### config.mk
export PLATFORM = sky130hd
export DESIGN_NAME = uart_baud_ctrl
export DESIGN_NICKNAME = d
export VERILOG_FILES = /design/src/rtl/uart_pkg.sv /design/src/rtl/uart_baud_ctrl.sv
export SDC_FILE = /design/constraint.sdc
export NUM_CORES = 1
export LEC_CHECK = 0
export BUFFER_PORTS_ARGS = -buffer_cell sky130_fd_sc_hd__buf_2
export CAP_MARGIN = 20
export CORE_UTILIZATION = 63
export DETAILED_ROUTE_END_ITERATION = 7
export MAX_ROUTING_LAYER = met4
export PLACE_DENSITY = 0.81
export SYNTH_ARGS = -nofsm -noshare
export SYNTH_HDL_FRONTEND = slang
export SYNTH_SLANG_ARGS = --single-unit
### constraint.sdc
create_clock -name clk_i -period 4.7 [get_ports clk_i]
set_clock_uncertainty 0.15 [all_clocks]
set_input_delay 0.94 -clock clk_i [delete_from_list [all_inputs] [get_ports clk_i]]
set_output_delay 0.94 -clock clk_i [all_outputs]
set_load 0.02 [all_outputs]
### src/rtl/uart_pkg.sv
// Shared UART definitions: baud-control states, default baud rate and the
// reset divisor calculation.
package uart_pkg;

  localparam int DEF_BAUD = 115200;

  typedef enum logic [1:0] {
    ST_IDLE      = 2'd0,
    ST_RUN       = 2'd1,
    ST_WAIT_IDLE = 2'd2,
    ST_RELOAD    = 2'd3
  } baud_state_e;

  // Clocks per oversample tick at DEF_BAUD, truncated.
  function automatic int def_div(input int clk_mhz, input int ovs);
    return (clk_mhz * 1000000) / (DEF_BAUD * ovs);
  endfunction

endpackage

### src/rtl/uart_baud_ctrl.sv
// Oversample/bit tick generator for the UART TX and RX blocks. A new divisor
// is only applied between frames, via a one-cycle RELOAD state.
//
// state        | meaning
// -------------+----------------------------------------------------------
// ST_IDLE      | ticks stopped, divisor may be written directly
// ST_RUN       | ticks running, divisor accept goes to the pending register
// ST_WAIT_IDLE | pending divisor held, ticks continue until the frame ends
// ST_RELOAD    | one cycle: pending divisor copied in, counters restarted
module uart_baud_ctrl
  import uart_pkg::*;
#(
  parameter int FAST_CLK_MHZ = 100,
  parameter int OVS          = 16,
  parameter int DIV_W        = 16
) (
  input  logic             clk_i,
  input  logic             rstn_i,
  input  logic             en_i,
  input  logic             busy_i,
  input  logic             cfg_valid_i,
  input  logic [DIV_W-1:0] cfg_div_i,
  output logic             cfg_ready_o,
  output logic             os_tick_o,
  output logic             bit_tick_o,
  output logic             active_o
);

  localparam int               OVS_W    = $clog2(OVS);
  localparam logic [OVS_W-1:0] OVS_LAST = OVS_W'(OVS - 1);
  localparam logic [DIV_W-1:0] DEF_DIV  = DIV_W'(def_div(FAST_CLK_MHZ, OVS));
  localparam logic [DIV_W-1:0] MIN_DIV  = DIV_W'(2);
  localparam logic [DIV_W-1:0] ONE      = DIV_W'(1);

  baud_state_e      state_q, state_d;
  logic [DIV_W-1:0] div_reg_q, div_reg_d;
  logic [DIV_W-1:0] pend_reg_q, pend_reg_d;
  logic [DIV_W-1:0] div_cnt_q, div_cnt_d;
  logic [OVS_W-1:0] ovs_cnt_q, ovs_cnt_d;
  logic             os_tick_q, os_tick_d;
  logic             bit_tick_q, bit_tick_d;
  logic             active_q, active_d;
  logic             cfg_ready_q, cfg_ready_d;

  logic [DIV_W-1:0] div_in;
  logic             accept;

  assign div_in = (cfg_div_i < MIN_DIV) ? MIN_DIV : cfg_div_i;
  assign accept = cfg_valid_i & cfg_ready_q;

  always_comb begin
    state_d    = state_q;
    div_reg_d  = div_reg_q;
    pend_reg_d = pend_reg_q;
    div_cnt_d  = div_cnt_q;
    ovs_cnt_d  = ovs_cnt_q;

    // Free-running count; states below override where they restart counters.
    if (state_q == ST_RUN || state_q == ST_WAIT_IDLE) begin
      if (div_cnt_q == '0) begin
        div_cnt_d = div_reg_q - ONE;
        ovs_cnt_d = (ovs_cnt_q == OVS_LAST) ? '0 : ovs_cnt_q + OVS_W'(1);
      end else begin
        div_cnt_d = div_cnt_q - ONE;
      end
    end

    unique case (state_q)
      ST_IDLE: begin
        if (accept) div_reg_d = div_in;
        if (en_i) begin
          state_d   = ST_RUN;
          div_cnt_d = (accept ? div_in : div_reg_q) - ONE;
          ovs_cnt_d = '0;
        end
      end
      ST_RUN: begin
        if (!en_i) begin
          state_d   = ST_IDLE;
          div_cnt_d = '0;
          ovs_cnt_d = '0;
        end else if (accept) begin
          pend_reg_d = div_in;
          state_d    = busy_i ? ST_WAIT_IDLE : ST_RELOAD;
        end
      end
      ST_WAIT_IDLE: begin
        if (!busy_i || !en_i) state_d = ST_RELOAD;
      end
      ST_RELOAD: begin
        div_reg_d = pend_reg_q;
        ovs_cnt_d = '0;
        if (en_i) begin
          state_d   = ST_RUN;
          div_cnt_d = pend_reg_q - ONE;
        end else begin
          state_d   = ST_IDLE;
          div_cnt_d = '0;
        end
      end
      default: begin
        state_d   = ST_IDLE;
        div_cnt_d = '0;
        ovs_cnt_d = '0;
      end
    endcase

    // Outputs are registered from next-state values so they line up with
    // the counters they describe.
    active_d    = (state_d == ST_RUN) || (state_d == ST_WAIT_IDLE);
    cfg_ready_d = (state_d == ST_IDLE) || (state_d == ST_RUN);
    os_tick_d   = active_d && (div_cnt_d == '0);
    bit_tick_d  = os_tick_d && (ovs_cnt_d == OVS_LAST);
  end

  always_ff @(posedge clk_i or negedge rstn_i) begin
    if (!rstn_i) begin
      state_q     <= ST_IDLE;
      div_reg_q   <= DEF_DIV;
      pend_reg_q  <= DEF_DIV;
      div_cnt_q   <= '0;
      ovs_cnt_q   <= '0;
      os_tick_q   <= 1'b0;
      bit_tick_q  <= 1'b0;
      active_q    <= 1'b0;
      cfg_ready_q <= 1'b1;
    end else begin
      state_q     <= state_d;
      div_reg_q   <= div_reg_d;
      pend_reg_q  <= pend_reg_d;
      div_cnt_q   <= div_cnt_d;
      ovs_cnt_q   <= ovs_cnt_d;
      os_tick_q   <= os_tick_d;
      bit_tick_q  <= bit_tick_d;
      active_q    <= active_d;
      cfg_ready_q <= cfg_ready_d;
    end
  end

  assign cfg_ready_o = cfg_ready_q;
  assign os_tick_o   = os_tick_q;
  assign bit_tick_o  = bit_tick_q;
  assign active_o    = active_q;

endmodule

Word level (Yosys, flattened, before mapping) --
Index checks and enable logic that the tools add are counted.
Operators by class: $add $sub $neg 5, magnitude comparators 1, equal/unequal tests 7, mux-type cells 22, bitwise gates (word level) 1, reduce and logical (&&, ||, !) cells 14
Operator list (count):
- $mux W16 | 7
- $sub A16 B1 Y16 const B | 4
- $pmux W16 S3 | 1
- $logic_not A16 Y1 | 2
- $pmux W16 S2 | 1
- $mux W4 | 5
- $lt A16 B2 Y1 const B | 1
- $pmux W4 S3 | 1
- $eq A4 B4 Y1 const B | 2
- $mux W2 | 4
- $pmux W2 S4 | 1
- $eq A2 B2 Y1 const B | 3
- $add A4 B1 Y4 const B | 1
- $eq A2 B1 Y1 const B | 2
- $logic_not A2 Y1 | 2
- $logic_or A1 B1 Y1 | 4
- $reduce_and A3 Y1 | 1
- $logic_and A1 B1 Y1 | 2
- $logic_not A1 Y1 | 2
- $mux W1 | 2
- $reduce_bool A2 Y1 | 1
- $and A1 B1 Y1 | 1
Storage, ports and cells: flip-flop bits (word level) 58, input port bits 21, output and inout bits 4, word-level logic and storage cells 59

Logic depth before layout (Yosys ltp) --
Gate-level depths: netlist of the first run.
word-level depth 9, mapped depth 17

Worst setup path after synthesis of the first run --
No wires, ideal clock.
path type input to register, start input cfg_valid_i, end register bit_tick_q (netlist: bit_tick_o), library setup time 0.121 ns, arrival time 3.803 ns, required time 4.429 ns, setup slack 0.626 ns, stages 17, cells stage by stage buf_2 -> and2_1 -> buf_2 -> buf_2 -> buf_1 -> and3_1 -> a21oi_1 -> ha_1 -> inv_1 -> or3_1 -> nor3_1 -> xor2_1 -> o221ai_1 -> o21ai_0 -> o21a_1 -> o21ai_1 -> and4bb_1
On the way: word-level cells in the longest chain between the ends 8
RTL lines:
- start, declared | line uart_baud_ctrl.sv:21 | input logic cfg_valid_i,
- $and A1 B1 Y1 (*) | line uart_baud_ctrl.sv:49 | assign accept = cfg_valid_i & cfg_ready_q;
- $mux W16 / $mux W2 (equally long branches)
- $sub A16 B1 Y16 / $mux W2 (equally long branches) | line uart_baud_ctrl.sv:73, uart_baud_ctrl.sv:78
- $mux W16 / $pmux W2 S4 (equally long branches) | line uart_baud_ctrl.sv:71, uart_baud_ctrl.sv:68
- $pmux W16 S3 (tied with other cells) | line uart_baud_ctrl.sv:68 | unique case (state_q)
- $logic_not A16 Y1 / $logic_or A1 B1 Y1 (equally long branches) | line uart_baud_ctrl.sv:112, uart_baud_ctrl.sv:110
- $logic_and A1 B1 Y1 (*) | line uart_baud_ctrl.sv:112 | os_tick_d = active_d && (div_cnt_d == '0);
- $logic_and A1 B1 Y1 (*) | line uart_baud_ctrl.sv:113 | bit_tick_d = os_tick_d && (ovs_cnt_d == OVS_LAST);
- net bit_tick_d | line uart_baud_ctrl.sv:41 | logic bit_tick_q, bit_tick_d;
- end signal, assigned | line uart_baud_ctrl.sv:134 | bit_tick_q <= bit_tick_d;
- end, declared | line uart_baud_ctrl.sv:41
The timed path passes the listed nets; every way through them passes the cells marked *. A chain may end at the register's enable or synchronous reset.

Final worst setup path of the first run --
start input cfg_div_i[13], end register bit_tick_q (netlist: bit_tick_o)
On the way: word-level cells in the longest chain between the ends 9
RTL lines:
- start, declared | line uart_baud_ctrl.sv:22 | input logic [DIV_W-1:0] cfg_div_i,
- $lt A16 B2 Y1 | line uart_baud_ctrl.sv:48 | assign div_in = (cfg_div_i < MIN_DIV) ? MIN_DIV : cfg_div_i;
- $mux W16 | line uart_baud_ctrl.sv:48
- $mux W16
- $sub A16 B1 Y16 | line uart_baud_ctrl.sv:73 | div_cnt_d = (accept ? div_in : div_reg_q) - ONE;
- $mux W16 | line uart_baud_ctrl.sv:71 | if (en_i) begin
- $pmux W16 S3 | line uart_baud_ctrl.sv:68
- net div_cnt_d[8] | line uart_baud_ctrl.sv:38 | logic [DIV_W-1:0] div_cnt_q, div_cnt_d;
- $logic_not A16 Y1 | line uart_baud_ctrl.sv:112
- $logic_and A1 B1 Y1 | line uart_baud_ctrl.sv:112
- $logic_and A1 B1 Y1 | line uart_baud_ctrl.sv:113
- net bit_tick_d | line uart_baud_ctrl.sv:41
The timed path passes the listed nets, and every way through them passes these cells.

==> results of run 1 <==
-- layout make-up --
cell class / count / area (um2) / area share
multi-input combinational: 482 / 3119 / 0.5987
sequential: 58 / 1463 / 0.2807
timing repair buffer: 37 / 217.7 / 0.04179
clock buffer: 11 / 141.4 / 0.02714
tap: 99 / 123.9 / 0.02378
clock inverter: 5 / 77.57 / 0.01489
inverter: 18 / 67.56 / 0.01297
-- cell usage after synthesis, drive strengths merged, types with 3 or more instances --
library cell / number
nand2b: 6
dfstp: 9
a311oi: 3
o31a: 3
o221ai: 4
buf: 17
clkbuf: 22
nor4: 17
nand2: 66
inv: 18
nor2: 54
mux2: 18
nor3: 35
and3: 5
and4: 4
o311ai: 3
or4: 3
o21ai: 34
a21oi: 36
a211oi: 7
ha: 10
a41oi: 4
a22oi: 8
or2: 7
mux2i: 11
nor4b: 3
or3: 11
xor2: 19
nor2b: 7
nand3: 13
o21a: 5
nand4: 6
xnor2: 12
a31oi: 5
a21boi: 6
dfrtp: 49
nor3b: 3
o211ai: 9
a311o: 4
o31ai: 5
o22ai: 4
a32oi: 4
-- tightest hold or removal path: cells and delay by family (launching register included) --
family / cells / cell delay, ps
flops: 1 / 400
simple gates: 1 / 60
compound gates: 1 / 70
-- routing by layer --
layer / track usage / vias up / part of all wire
li1: - / 2244 / -
met1: 0.5676 / 2369 / 0.41
met2: 0.6322 / 391 / 0.44
met3: 0.07110 / 77 / 0.11
met4: 0.1573 / 0 / 0.041
met5: - / - / 0
-- sequential cells by signal, summed over array words and instances, names as in the netlist --
| name | cells |
|---|---|
| bit_tick_o | 1 |
| active_o | 1 |
| div_reg_q | 16 |
| div_cnt_q | 16 |
| os_tick_o | 1 |
| ovs_cnt_q | 4 |
| state_q | 2 |
| cfg_ready_o | 1 |
| pend_reg_q | 16 |
-- metrics by stage --
step | util | setup WS [ps]
final | 0.7107 | 520.0
after global routing | 0.7107 | 374.1
after floorplan | - | 626.3
after global placement | 0.6808 | 520.0
after CTS | 0.7107 | 635.7
after detailed placement | 0.6808 | 302.9
-- kinds of logic (layout without fill, tap and decap cells) --
kind of cell / Yosys count / after routing / share of synthesized area
adders and majority gates: 10 / 10 / 0.02596
muxes: 29 / 29 / 0.06490
DFF: 58 / 58 / 0.3035
AOI/OAI and AO/OA: 164 / 164 / 0.2368
and+or+nand+nor: 248 / 248 / 0.2632
xor gates and xnor gates: 31 / 31 / 0.05633
buffers and inverters: 57 / 71 / 0.04932
-- power groups by stage --
stage          Sequential (uW)  Clock, uW  Combinational [uW]
2_1_floorplan              933          0                1700
4_1_cts                   1110        530                2170
3_3_place_gp              1110          0                2110
6_report                  1150        527                2250
5_1_grt                   1160        552                2410
3_5_place_dp              1120          0                2150
-- worst paths after layout --
path / from / to / slack (ps) / cells after the start
max: cfg_div_i[13] / bit_tick_o / 520 / 15
min: pend_reg_q[1] / pend_reg_q[1] / 380 / 2
max reg2reg: div_cnt_q[6] / bit_tick_o / 710 / 14
min reg2reg: pend_reg_q[1] / pend_reg_q[1] / 380 / 2
max in group asynchronous: rstn_i / div_reg_q[7] / 3290 / 2
min in group asynchronous: rstn_i / active_o / 600 / 2
==> metrics, run 1 <==
status=finished, final reports clean; Mapped Area=0.004820 mm2; Post-CTS Setup Bufs=0; clock sink count=58; Worst EP required=4830 ps; number of remaining DRC errors=0; Min Clock Period, post-route=4180 ps; register share of total power=0.292; Area Growth Syn to Fin=8.100%; DP HPWL=11160 um; DR vias=5081; YS warnings=0; Final Cell Area=0.005210 mm2; endpoints failing hold=0; initial DRC count=645; RePlAce Congestion=0.9552; initial core utilization=0.6575; All-Layer GR Usage=0.4205; Max stage delay on crit path=430 ps; LEAKAGE=0.002101 uW; clock latency at the later pin of the worst-skew pair=350 ps; combinational share of power=0.573; Port Buf Inserts=24; power share of the clock group=0.134; Die X=89.47 um; area of the core=0.007331 mm2; Slew headroom=0.2980; final setup TNS=0 ps; Async SR Flop Fraction=1.000; Pwr Total=3921 uW; Hold WC Path Type=reg -> reg; vias in the first global route=4521; vias per std cell=7.156; Crit Path Class=in -> reg; wire per inst=21.79 um; critical path endpoint category=flop; Switching Share=0.5184; crit path DAT=4310 ps; Synth top area share=0.2544; max-cap violation count=0; Primary FF master, synth=dfrtp_1; Die Ht=89.47 um; layout cells sized above 1=0.1637; drt total wl=15470 um; Final Setup Violations=0; hold slack=384.6 ps; largest area contributor in the netlist=dfrtp_1; drt pass-1 iters=6; delay-heaviest family, CP=simple AND/OR/NAND/NOR gates; Worst Setup Start Kind=primary input; largest net degree at the start of global routing=59; placed inst area=0.004991 mm2; crit-path cells=buf_2, nor4_1, buf_4, nand4_1, and3_1, a21oi_1, ha_1, inv_1, or3_1, nor3_1, xor2_1, o211ai_1, nor4_1, and3b_1, and4bb_1; placed cells=694; post-synthesis sequential area ratio=0.3035; fmax=239.2 MHz; number of buffers created by CTS=9; Yosys reg bits=58; PwrDens=752.5 mW/mm2; Post-synth EDFFs=0; Ports=25; commonest non-fill, non-tap cell in the layout=nand2_1; first-pass GRT wire length=24220 um; synth top area cells=dfrtp_1 (25%), nand2_1 (5.1%), dfstp_2 (4.9%), mux2_2 (4.2%), nor2_1 (4.0%); antenna cells=0; PostCTS Resize Cnt=0; Post-Synthesis Cells=597; Post-CTS Hold Fix Bufs=0; CTS tree=yes; Mean Syn Cell Area=8.073 um2; CTS max path bufs=2; Layout Cells excl Fill=710; fraction of the cycle the final worst path needs=0.8894; NetSw=2032 uW; H-tree depth=3; Synth cell types=79; Net Count, Synth=628; Crit path top cell by count=nor4_1; commonest cells after routing, fill and taps aside=nand2_1 (66), nor2_1 (52), dfrtp_1 (49); RSZ-0062 raised after global routing=no; Max FO, Critical Path=4; antenna-violating nets left=0; number of fill cells=594; P_int=1888 uW; FP Rows=31; slowest CP cell=or3_1; initial antenna violation count=0; root buf cell=clkbuf_8; Final nets=637; Worst Tran Pin Value=1043 ps; die area=0.008004 mm2; total congestion overflow=0; peak supply drop=0.0004301 V; Buf/Inv on CP=3; clock-pin transition on the worst setup and hold timing paths=70 ps; final count of pins violating max slew=0
Power figures use the tool's default switching activity.
==> inputs of run 2 (changes only) <==
GPL_TIMING_DRIVEN = 0   (was not set)
==> metrics, run 2 (synthesized netlist as in run 1, its figures left out) <==
peak supply drop=0.0004180 V; Worst Tran Pin Value=1061 ps; Final nets=663; Crit path top cell by count=buf_2; Min Clock Period, post-route=4477 ps; endpoints failing hold=0; wire per inst=22.07 um; initial core utilization=0.6575; root buf cell=clkbuf_8; Post-CTS Hold Fix Bufs=0; PwrDens=761.1 mW/mm2; Port Buf Inserts=23; Hold WC Path Type=reg -> reg; drt total wl=16240 um; area of the core=0.007331 mm2; Regs by FF count=div_cnt_q x16, div_reg_q x16, pend_reg_q x16; DR vias=5227; vias per std cell=7.102; Die Ht=89.47 um; die area=0.008004 mm2; RePlAce Congestion=0.9800; largest net degree at the start of global routing=35; commonest cells after routing, fill and taps aside=nand2_1 (66), nor2_1 (52), dfrtp_1 (49); layout cells sized above 1=0.1601; commonest non-fill, non-tap cell in the layout=nand2_1; placed cells=720; slowest CP cell=nor4_2; DP HPWL=12080 um; Max FO, Critical Path=10; LEAKAGE=0.002132 uW; Max stage delay on crit path=450 ps; crit path DAT=4620 ps; fraction of the cycle the final worst path needs=0.9525; number of buffers created by CTS=9; drt pass-1 iters=7; Multi-input gate area=0.003138 mm2; CTS tree=yes; vias in the first global route=4726; Buf/Inv on CP=5; Register Area=0.001463 mm2; clock-pin transition on the worst setup and hold timing paths=80 ps; RSZ-0062 raised after global routing=no; Final Setup Violations=0; Die X=89.47 um; crit-path cells=buf_2, and2_1, buf_2, buf_2, buf_1, and3_1, a21oi_1, ha_1, inv_1, or3_1, nor3_1, xor2_1, o211ai_1, nor4_2, and3b_1, and4bb_1; critical path endpoint category=flop; antenna-violating nets left=0; Worst Setup Start Kind=primary input; initial antenna violation count=0; clock sink count=58; Layout Cells excl Fill=736; Slew headroom=0.2864; FP Rows=31; Post-CTS Setup Bufs=0; Worst EP required=4840 ps; total congestion overflow=0; Area Growth Syn to Fin=10.36%; final setup TNS=0 ps; CTS max path bufs=2; status=finished, final reports clean; H-tree depth=3; number of remaining DRC errors=0; first-pass GRT wire length=25210 um; Worst R2R Setup Slack=230 ps; initial DRC count=599; max-cap violation count=0; fmax=223.4 MHz; delay-heaviest family, CP=simple AND/OR/NAND/NOR gates; clock latency at the later pin of the worst-skew pair=350 ps; All-Layer GR Usage=0.4426; Ports=25; number of fill cells=571; antenna cells=0; final count of pins violating max slew=0; Crit Path Class=in -> reg
==> run 2: changes by cell type in the layout (fill, tap and decap cells not counted), sizes merged <==
cell,before,now
clkbuf,11,34
buf,37,41
clkinv,2,1
==> run 2: layout make-up <==
cell class	instances	share of cell area
Multi-Input combinational cell	482	0.5900
Sequential cell	58	0.2750
Buffer	39	0.03199
Clock buffer	12	0.02729
Timing Repair Buffer	24	0.02541
Tap cell	99	0.02329
Clock inverter	4	0.01435
Inverter	18	0.01270
==> run 2: repair_timing <==
action | in CTS | in global routing
endpoints found under the setup margin | 0 | 3
resized for setup | 0 | 3
hold endpoints to repair | 0 | 0
==> run 2: tightest hold or removal path, cell delays in order, from the launching register on <==
cell     delay, ps
dfstp_2        400
nand2_1         60
o21ai_0         70
==> run 2: path summary, 6_finish.rpt <==
kind	endpoint	startpoint	cells past startpoint
min reg2reg	pend_reg_q[1]	pend_reg_q[1]	2
max	bit_tick_o	cfg_valid_i	16
min	pend_reg_q[1]	pend_reg_q[1]	2
max in group asynchronous	div_reg_q[2]	rstn_i	2
max reg2reg	bit_tick_o	div_cnt_q[2]	16
min in group asynchronous	active_o	rstn_i	1
==> run 2: layer usage <==
metal | GRT usage | up-vias | part of all wire
met1 | 0.5625 | 2403 | 0.39
met5 | - | - | 0
met2 | 0.6690 | 411 | 0.44
met3 | 0.07572 | 98 | 0.12
li1 | - | 2315 | -
met4 | 0.2453 | 0 | 0.058
==> run 2: where the power goes <==
group          internal (uW)  total, uW  switching (uW)
clock                    315        534             219
combinational            870       2470            1600
sequential               740       1050             309
total                   1920       4050            2120
==> run 2: stage by stage <==
stage                     setup slack [ps]  area, um2  utilization  hold WS (ps)  power, uW
after floorplan                      626.3       4820            -         332.3       2635
after global routing                 38.87       5319       0.7256         409.5       4257
after detailed placement            -315.3       5079       0.6928         377.2       3360
after global placement              -269.5       5059       0.6900         371.2       3298
final                                223.3       5319       0.7256         387.8       4048
after CTS                            9.625       5300       0.7230         387.0       3907
